**src/rtl/esfa_op_sequencer.sv**
```systemverilog
// Command sequencer for the ESFA cell array: expands one array operation
// into a fixed micro-op sequence on the cell broadcast bus and returns one result.
module esfa_op_sequencer #(
    parameter int         DW      = 8,
    parameter logic [7:0] NOP_SEL = 8'd7
) (
    input  logic          clk,
    input  logic          reset,
    input  logic          cmd_valid,
    output logic          cmd_ready,
    input  logic [2:0]    cmd_op,
    input  logic [DW-1:0] cmd_handle,
    input  logic [DW-1:0] cmd_index,
    input  logic [DW-1:0] cmd_value,
    input  logic [DW-1:0] cmd_meta,
    input  logic          cmd_is_meta,
    output logic [7:0]    cell_sel,
    output logic          cell_we,
    output logic [DW-1:0] cell_handle,
    output logic [DW-1:0] cell_index,
    output logic [DW-1:0] cell_value,
    output logic [DW-1:0] cell_meta,
    output logic          cell_is_meta,
    input  logic          arr_bool,
    input  logic [DW-1:0] arr_value,
    input  logic [DW-1:0] arr_context,
    output logic          rsp_valid,
    input  logic          rsp_ready,
    output logic          rsp_bool,
    output logic [DW-1:0] rsp_value,
    output logic [DW-1:0] rsp_context,
    output logic          rsp_error,
    output logic          busy
);

    typedef enum logic [1:0] {
        S_IDLE,
        S_ISSUE,
        S_SAMPLE,
        S_RESP
    } state_t;

    state_t        state_q, state_d;
    logic [1:0]    step_q, step_d;
    logic [2:0]    op_q, op_d;
    logic [7:0]    sel_q, sel_d;
    logic          we_q, we_d;
    logic [DW-1:0] handle_q, handle_d;
    logic [DW-1:0] index_q, index_d;
    logic [DW-1:0] value_q, value_d;
    logic [DW-1:0] meta_q, meta_d;
    logic          is_meta_q, is_meta_d;
    logic          rvalid_q, rvalid_d;
    logic          rbool_q, rbool_d;
    logic [DW-1:0] rvalue_q, rvalue_d;
    logic [DW-1:0] rctx_q, rctx_d;
    logic          rerr_q, rerr_d;

    // Micro-op code for a given step of a legal operation.
    function automatic logic [7:0] step_code(input logic [2:0] op,
                                             input logic [1:0] step);
        logic [7:0] c;
        c = NOP_SEL;
        case (op)
            3'd0: c = 8'd1;
            3'd1: begin
                case (step)
                    2'd0:    c = 8'd5;
                    2'd1:    c = 8'd0;
                    default: c = 8'd6;
                endcase
            end
            3'd2: c = 8'd2;
            3'd3: c = (step == 2'd0) ? 8'd3 : 8'd4;
            default: c = NOP_SEL;
        endcase
        return c;
    endfunction

    function automatic logic [1:0] last_step(input logic [2:0] op);
        logic [1:0] s;
        case (op)
            3'd1:    s = 2'd2;
            3'd3:    s = 2'd1;
            default: s = 2'd0;
        endcase
        return s;
    endfunction

    function automatic logic [1:0] report_step(input logic [2:0] op);
        return (op == 3'd1 || op == 3'd3) ? 2'd1 : 2'd0;
    endfunction

    function automatic logic step_we(input logic [2:0] op);
        return (op != 3'd0);
    endfunction

    always_comb begin
        state_d   = state_q;
        step_d    = step_q;
        op_d      = op_q;
        sel_d     = NOP_SEL;
        we_d      = 1'b0;
        handle_d  = handle_q;
        index_d   = index_q;
        value_d   = value_q;
        meta_d    = meta_q;
        is_meta_d = is_meta_q;
        rvalid_d  = 1'b0;
        rbool_d   = rbool_q;
        rvalue_d  = rvalue_q;
        rctx_d    = rctx_q;
        rerr_d    = rerr_q;
        case (state_q)
            S_IDLE: begin
                if (cmd_valid) begin
                    handle_d  = cmd_handle;
                    index_d   = cmd_index;
                    value_d   = cmd_value;
                    meta_d    = cmd_meta;
                    is_meta_d = cmd_is_meta;
                    op_d      = cmd_op;
                    step_d    = 2'd0;
                    if (cmd_op[2]) begin
                        state_d  = S_RESP;
                        rvalid_d = 1'b1;
                        rerr_d   = 1'b1;
                        rbool_d  = 1'b0;
                        rvalue_d = '0;
                        rctx_d   = '0;
                    end else begin
                        state_d = S_ISSUE;
                        sel_d   = step_code(cmd_op, 2'd0);
                        we_d    = step_we(cmd_op);
                        rerr_d  = 1'b0;
                    end
                end
            end
            S_ISSUE: state_d = S_SAMPLE;
            S_SAMPLE: begin
                // arr_* reflects the micro-op issued in the previous cycle
                if (step_q == report_step(op_q)) begin
                    rbool_d  = arr_bool;
                    rvalue_d = arr_value;
                    rctx_d   = arr_context;
                end
                if (step_q == last_step(op_q)) begin
                    state_d  = S_RESP;
                    rvalid_d = 1'b1;
                end else begin
                    state_d = S_ISSUE;
                    step_d  = step_q + 2'd1;
                    sel_d   = step_code(op_q, step_q + 2'd1);
                    we_d    = step_we(op_q);
                end
            end
            S_RESP: begin
                if (rsp_ready) state_d = S_IDLE;
                else rvalid_d = 1'b1;
            end
            default: state_d = S_IDLE;
        endcase
    end

    always_ff @(posedge clk) begin
        if (reset) begin
            state_q   <= S_IDLE;
            step_q    <= 2'd0;
            op_q      <= 3'd0;
            sel_q     <= NOP_SEL;
            we_q      <= 1'b0;
            handle_q  <= '0;
            index_q   <= '0;
            value_q   <= '0;
            meta_q    <= '0;
            is_meta_q <= 1'b0;
            rvalid_q  <= 1'b0;
            rbool_q   <= 1'b0;
            rvalue_q  <= '0;
            rctx_q    <= '0;
            rerr_q    <= 1'b0;
        end else begin
            state_q   <= state_d;
            step_q    <= step_d;
            op_q      <= op_d;
            sel_q     <= sel_d;
            we_q      <= we_d;
            handle_q  <= handle_d;
            index_q   <= index_d;
            value_q   <= value_d;
            meta_q    <= meta_d;
            is_meta_q <= is_meta_d;
            rvalid_q  <= rvalid_d;
            rbool_q   <= rbool_d;
            rvalue_q  <= rvalue_d;
            rctx_q    <= rctx_d;
            rerr_q    <= rerr_d;
        end
    end

    assign cmd_ready    = (state_q == S_IDLE);
    assign busy         = (state_q != S_IDLE);
    assign cell_sel     = sel_q;
    assign cell_we      = we_q;
    assign cell_handle  = handle_q;
    assign cell_index   = index_q;
    assign cell_value   = value_q;
    assign cell_meta    = meta_q;
    assign cell_is_meta = is_meta_q;
    assign rsp_valid    = rvalid_q;
    assign rsp_bool     = rbool_q;
    assign rsp_value    = rvalue_q;
    assign rsp_context  = rctx_q;
    assign rsp_error    = rerr_q;

endmodule

```
**config.mk**
```make
export PLATFORM = sky130hd
export DESIGN_NAME = esfa_op_sequencer
export DESIGN_NICKNAME = d
export VERILOG_FILES = /design/src/rtl/esfa_op_sequencer.sv
export SDC_FILE = /design/constraint.sdc
export NUM_CORES = 1
export LEC_CHECK = 0
export CORE_UTILIZATION = 37
export DETAILED_ROUTE_END_ITERATION = 6
export PLACE_DENSITY = 0.76
export SLEW_MARGIN = 40
export SYNTH_ARGS = -nofsm -noshare
export SYNTH_HDL_FRONTEND = slang
export SYNTH_SLANG_ARGS = --single-unit
```
**constraint.sdc**
```tcl
create_clock -name clk -period 1.5 [get_ports clk]
set_input_delay 0.225 -clock clk [delete_from_list [all_inputs] [get_ports clk]]
set_output_delay 0.225 -clock clk [all_outputs]
set_load 0.01 [all_outputs]
```
# Word-level counts from Yosys, hierarchy flattened
# Index checks and enable logic that the tools add are counted.
# totals
regBits	68
inputBits	57
output_inout_bits	63
elab_cells	84
# classes
addsub	1
n_eq_ne	17
muxes	38
n_reduce_logical	13
# ops
op	n
8-bit two-way mux	4
8-bit one-hot mux with 2 select lines	2
3-bit one-hot mux with 4 select lines	2
2-bit two-way mux	7
3-bit by 2-bit equality test with 1-bit output, second input constant	4
3-bit two-way mux	4
3-bit one-hot mux with 2 select lines	2
1-bit two-way mux	11
2-bit != test, second input constant	4
2-bit one-hot mux with 2 select lines	2
2-bit one-hot mux with 4 select lines	1
3-bit by 1-bit equality test with 1-bit output, second input constant	2
3-bit zero test	2
3-bit nonzero test	2
2-bit by 1-bit equality test with 1-bit output, second input constant	2
2-bit equality test, second input constant	2
2-bit zero test	2
1-bit one-hot mux with 2 select lines	2
2-bit AND reduction	2
4-bit AND reduction	1
2-bit nonzero test	2
1-bit one-hot mux with 3 select lines	1
3-bit AND reduction	1
2-bit by 1-bit adder with 2-bit output, second input constant	1
4 further kinds	4

# Depth between registers and ports, before layout
# depth
depth_word	6
ltp_mapped	7
ltp_nobuf	6

# Worst setup path after synthesis
# Ideal clock, no wire load.
# synth_path
path_type	register to register
start	register op_q[0]
end	register step_q[0]
arrival_time_ns	1.519
required_time_ns	1.377
slack_ns	-0.143
stages_incl_launch_ff	6
n_path_buf	1
period_less_slack_ns	1.643
path_cell_list	dfxtp_1 > nor2b_4 > buf_6 > mux2_4 > o21ai_2 > mux2_1
# synth_via
elab_chain_cells	6
word_cells_on_any_way	7
# synth_rtl
element	line	source
start, declared	45	logic [2:0] op_q, op_d;
start signal, assigned	185	op_q <= op_d;
3-bit by 2-bit equality test with 1-bit output / 3-bit by 1-bit equality test with 1-bit output (equally long branches)	82	case (op)
2-bit one-hot mux with 2 select lines *	82	
2-bit two-way mux *	114	case (state_q)
2-bit equality test *	147	if (step_q == last_step(op_q)) begin
2-bit != test (no source line) *	-	
3-bit AND reduction (no source line) *	-	
end signal, assigned	184	step_q <= step_d;
end, declared	44	logic [1:0] step_q, step_d;
# Mark *: on every way between the ends. The rest lies on a longest branch, timed or not. The select of a mux whose other input is x is not followed.
# A chain may end at the register's enable or synchronous reset.

# Worst setup path in the final report
# layout_path
start	register op_q[0]
end	register state_q[1]
# layout_via
elab_chain_cells	6
word_cells_on_any_way	7
# layout_rtl
element	line	source
3-bit by 2-bit equality test with 1-bit output / 3-bit by 1-bit equality test with 1-bit output (equally long branches)	82	
2-bit one-hot mux with 2 select lines *	82	
2-bit two-way mux *	114	
2-bit equality test *	147	
2-bit two-way mux *	147	
2-bit one-hot mux with 4 select lines *	114	
end signal, assigned	183	state_q <= state_d;
end, declared	43	state_t state_q, state_d;
# Marks and branches as above.

==> results.txt <==
Final Net Count = 492
Tcrit/Tclk final = 0.979
worst reg2reg path depth = 4
P_int = 3120 uW
status = finished with violations
global-route wire length before repair = 11600 um
Data arrival, critical path = 1.72 ns
final wirelength = 6950 um
Vias = 2585
Die Ht = 84.8 um
ys flop type = dfxtp_1
vias in the first global route = 2548
Worst setup endpoint = state_q[1]
Crit path max-delay family = compound AO/OA/AOI/OAI gates
routability cong. = 0.783
crit path kind = flip-flop to flip-flop
max capacitance violation total = 0
Detailed Place HPWL = 4840 um
WP buf/inv = 0
post-layout instance count excluding filler cells = 514
CTS clock-pin slew for the worst setup and hold paths = 0.07 ns
unrepaired setup endpoints after global routing = yes
crit path capture type = flip-flop
worst-path cell chain = nor2b_4, mux2_4, o31a_1, a221oi_2
Area growth, synth to finish = 62.8%
largest net degree at the start of global routing = 37
endpoints failing setup = 0
DIE WIDTH = 84.8 um
later-pin clock latency in the skew report = 0.34 ns
most common cell after layout, fill and taps aside = clkdlybuf4s50_1
Hold Fails Final Rpt = 0
critical path fanouts, max = 2
Synth Instances = 309
Logic pwr share = 0.216
Slew Viols, Final = 0
Post-synth ARST share = 0
r2r endpoint = state_q[1]
min cycle time layout = 1.47 ns
Rows = 29
Pwr per Cell Area = 1030 nW/um^2
pre-CTS WS = -0.132 ns
Multi-input gate area = 1190 um^2
CTS Buf Count = 9
CTS Hold Bufs = 0
leakage dissipation = 0.00155 uW
First-pass DRT Iterations = 7
I/O Buffers = 114
CP startpoint kind = flip-flop
Syn Std Cell Area = 2540 um^2
grt ovf = 0
post-synthesis register bit count = 62
violated checks = design-rule violations
# IOs = 120
CTS Buffer Depth = 2
Distinct cells, synth = 31
CTS tree = built
WP depth = 4
FF/Latch Area = 1250 um^2
worst hold path type = primary input to flip-flop
DIE AREA = 7190 um^2
initial antenna violation count = 0
sequential share of the synthesized area = 0.489
peak supply drop = 572 uV
WP data required = 1.75 ns
slack of the critical path = 0.0317 ns
Net Switching = 1140 uW
sequential power share = 0.430
# placed instances = 496
Sink Count = 62
H-tree depth = 3
Final Skew = 0.00890 ns
layout cell share with drive strength beyond 1 = 0.124
worst reg2reg startpoint = op_q[0]
Initial Util = 0.390
ANT nets after route = 0
R2R Setup Slk = 0.03 ns
DRC errors left = 8
peak per-stage delay on the critical path = 0.34 ns
diodes inserted = 0
Tot GR Track Use = 0.204
EDFF count, synth = 0
syn_area_per_cell = 8.21 um^2
Filler cells = 578
fmax = 681 MHz
most frequent cells in the layout = 109 x clkdlybuf4s50_1, 79 x nand2_1, 58 x a21oi_1
Avg WL per Cell = 13.5 um
vias per cell = 5.03
Core ar. = 6490 um^2
clock power share = 0.354
Root Driver = clkbuf_8
Yosys Warn Count = 0
initial DRC count = 101
sw frac = 0.267
start point of the critical path = op_q[0]
Crit-path slowest cell = mux2_4
## routing by layer
| layer | up-vias | wire [um] | part of all wire | track usage |
|---|---|---|---|---|
| met4 | 0 | 187 | 0.027 | 0.114 |
| met2 | 105 | 3200 | 0.46 | 0.330 |
| li1 | 1294 | - | - | - |
| met1 | 1168 | 3010 | 0.43 | 0.245 |
| met3 | 18 | 557 | 0.080 | 0.0551 |
| met5 | - | 0 | 0 | 0 |
## registers in the layout, indices dropped and copies added, names as in the netlist, 2 cells and up
register,count
cell_index,8
cell_meta,8
cell_sel,3
op_q,2
step_q,2
cell_value,8
rsp_value,8
state_q,2
rsp_context,8
cell_handle,8
## repair_timing
item,in CTS,in global routing
gates resized for setup,10,4
pin swaps,1,2
endpoints found under the setup margin,21,7
buffers inserted,1,1
## synthesized netlist by cell type (2+ instances only)
cell type | n | area (um^2)
nor2_1 | 5 | 18.8
o32a_1 | 3 | 30.0
or3_1 | 2 | 12.5
a31oi_1 | 2 | 12.5
nand2_1 | 79 | 297
dfxtp_1 | 62 | 1240
nor3_1 | 2 | 10.0
ha_1 | 3 | 37.5
nor3b_1 | 3 | 22.5
a21oi_1 | 59 | 295
buf_2 | 7 | 35.0
clkbuf_1 | 14 | 52.6
nand3_1 | 18 | 90.1
o211ai_1 | 17 | 128
o32ai_1 | 2 | 17.5
xnor2_2 | 2 | 32.5
buf_4 | 5 | 37.5
nand2b_1 | 3 | 18.8
inv_1 | 8 | 30.0
nor2b_1 | 2 | 12.5
## worst register-to-register path, stage by stage, from the launching register on
cell	delay, ns
dfxtp_2	0.33
nor2b_4	0.18
mux2_4	0.34
o31a_1	0.28
a221oi_2	0.25
## area by class of cell
class                   count  area share
repair buffers            135       0.328
clock buffers              11      0.0367
inverters                   8     0.00727
well taps                  77      0.0233
flip-flops and latches     62       0.303
multi-input cells         216       0.288
clock inverters             5      0.0136
## power by group through the flow
stage / sequential [uW] / clock (uW) / combinational [uW]
floorplan: 1910 / 0 / 362
global placement: 1860 / 0 / 888
finish: 1830 / 1510 / 918
CTS: 1830 / 1540 / 912
global route: 1840 / 1620 / 1000
detailed placement: 1860 / 0 / 900
## kinds of logic after synthesis
kind of cell               count (synthesis)  synth area share
xor gates and xnor gates                   2            0.0128
buffers and inverters                     35            0.0656
and+or+nand+nor                          116             0.198
muxes                                      2            0.0104
AOI/OAI and AO/OA                         88             0.208
DFF                                       62             0.489
other                                      1           0.00148
adders and majority gates                  3            0.0148
## stage by stage
stage | total power [uW] | hold slack [ns] | TNS, ns | utilization | instance area [um^2]
floorplan | 2270 | 0.353 | -0.0722 | - | 2560
global placement | 2750 | 0.441 | -1.26 | 0.592 | 3840
detailed placement | 2760 | 0.448 | -3.43 | 0.592 | 3840
CTS | 4290 | 0.232 | 0 | 0.631 | 4100
global route | 4460 | 0.264 | -0.0332 | 0.636 | 4130
finish | 4260 | 0.226 | 0 | 0.636 | 4130
## worst min-delay path by stage
stage                  start              to  slack, ns  cells past startpoint
2_1_floorplan      cmd_op[0]         op_q[0]       0.35                      2
3_3_place_gp   cell_value[4]   cell_value[4]       0.44                      2
3_5_place_dp   cell_index[4]   cell_index[4]       0.45                      2
4_1_cts                reset    rsp_value[7]       0.23                      2
5_1_grt                reset    rsp_value[7]       0.26                      2
6_report               reset  rsp_context[1]       0.23                      2
Note: power is estimated with default switching activity, not from simulation.
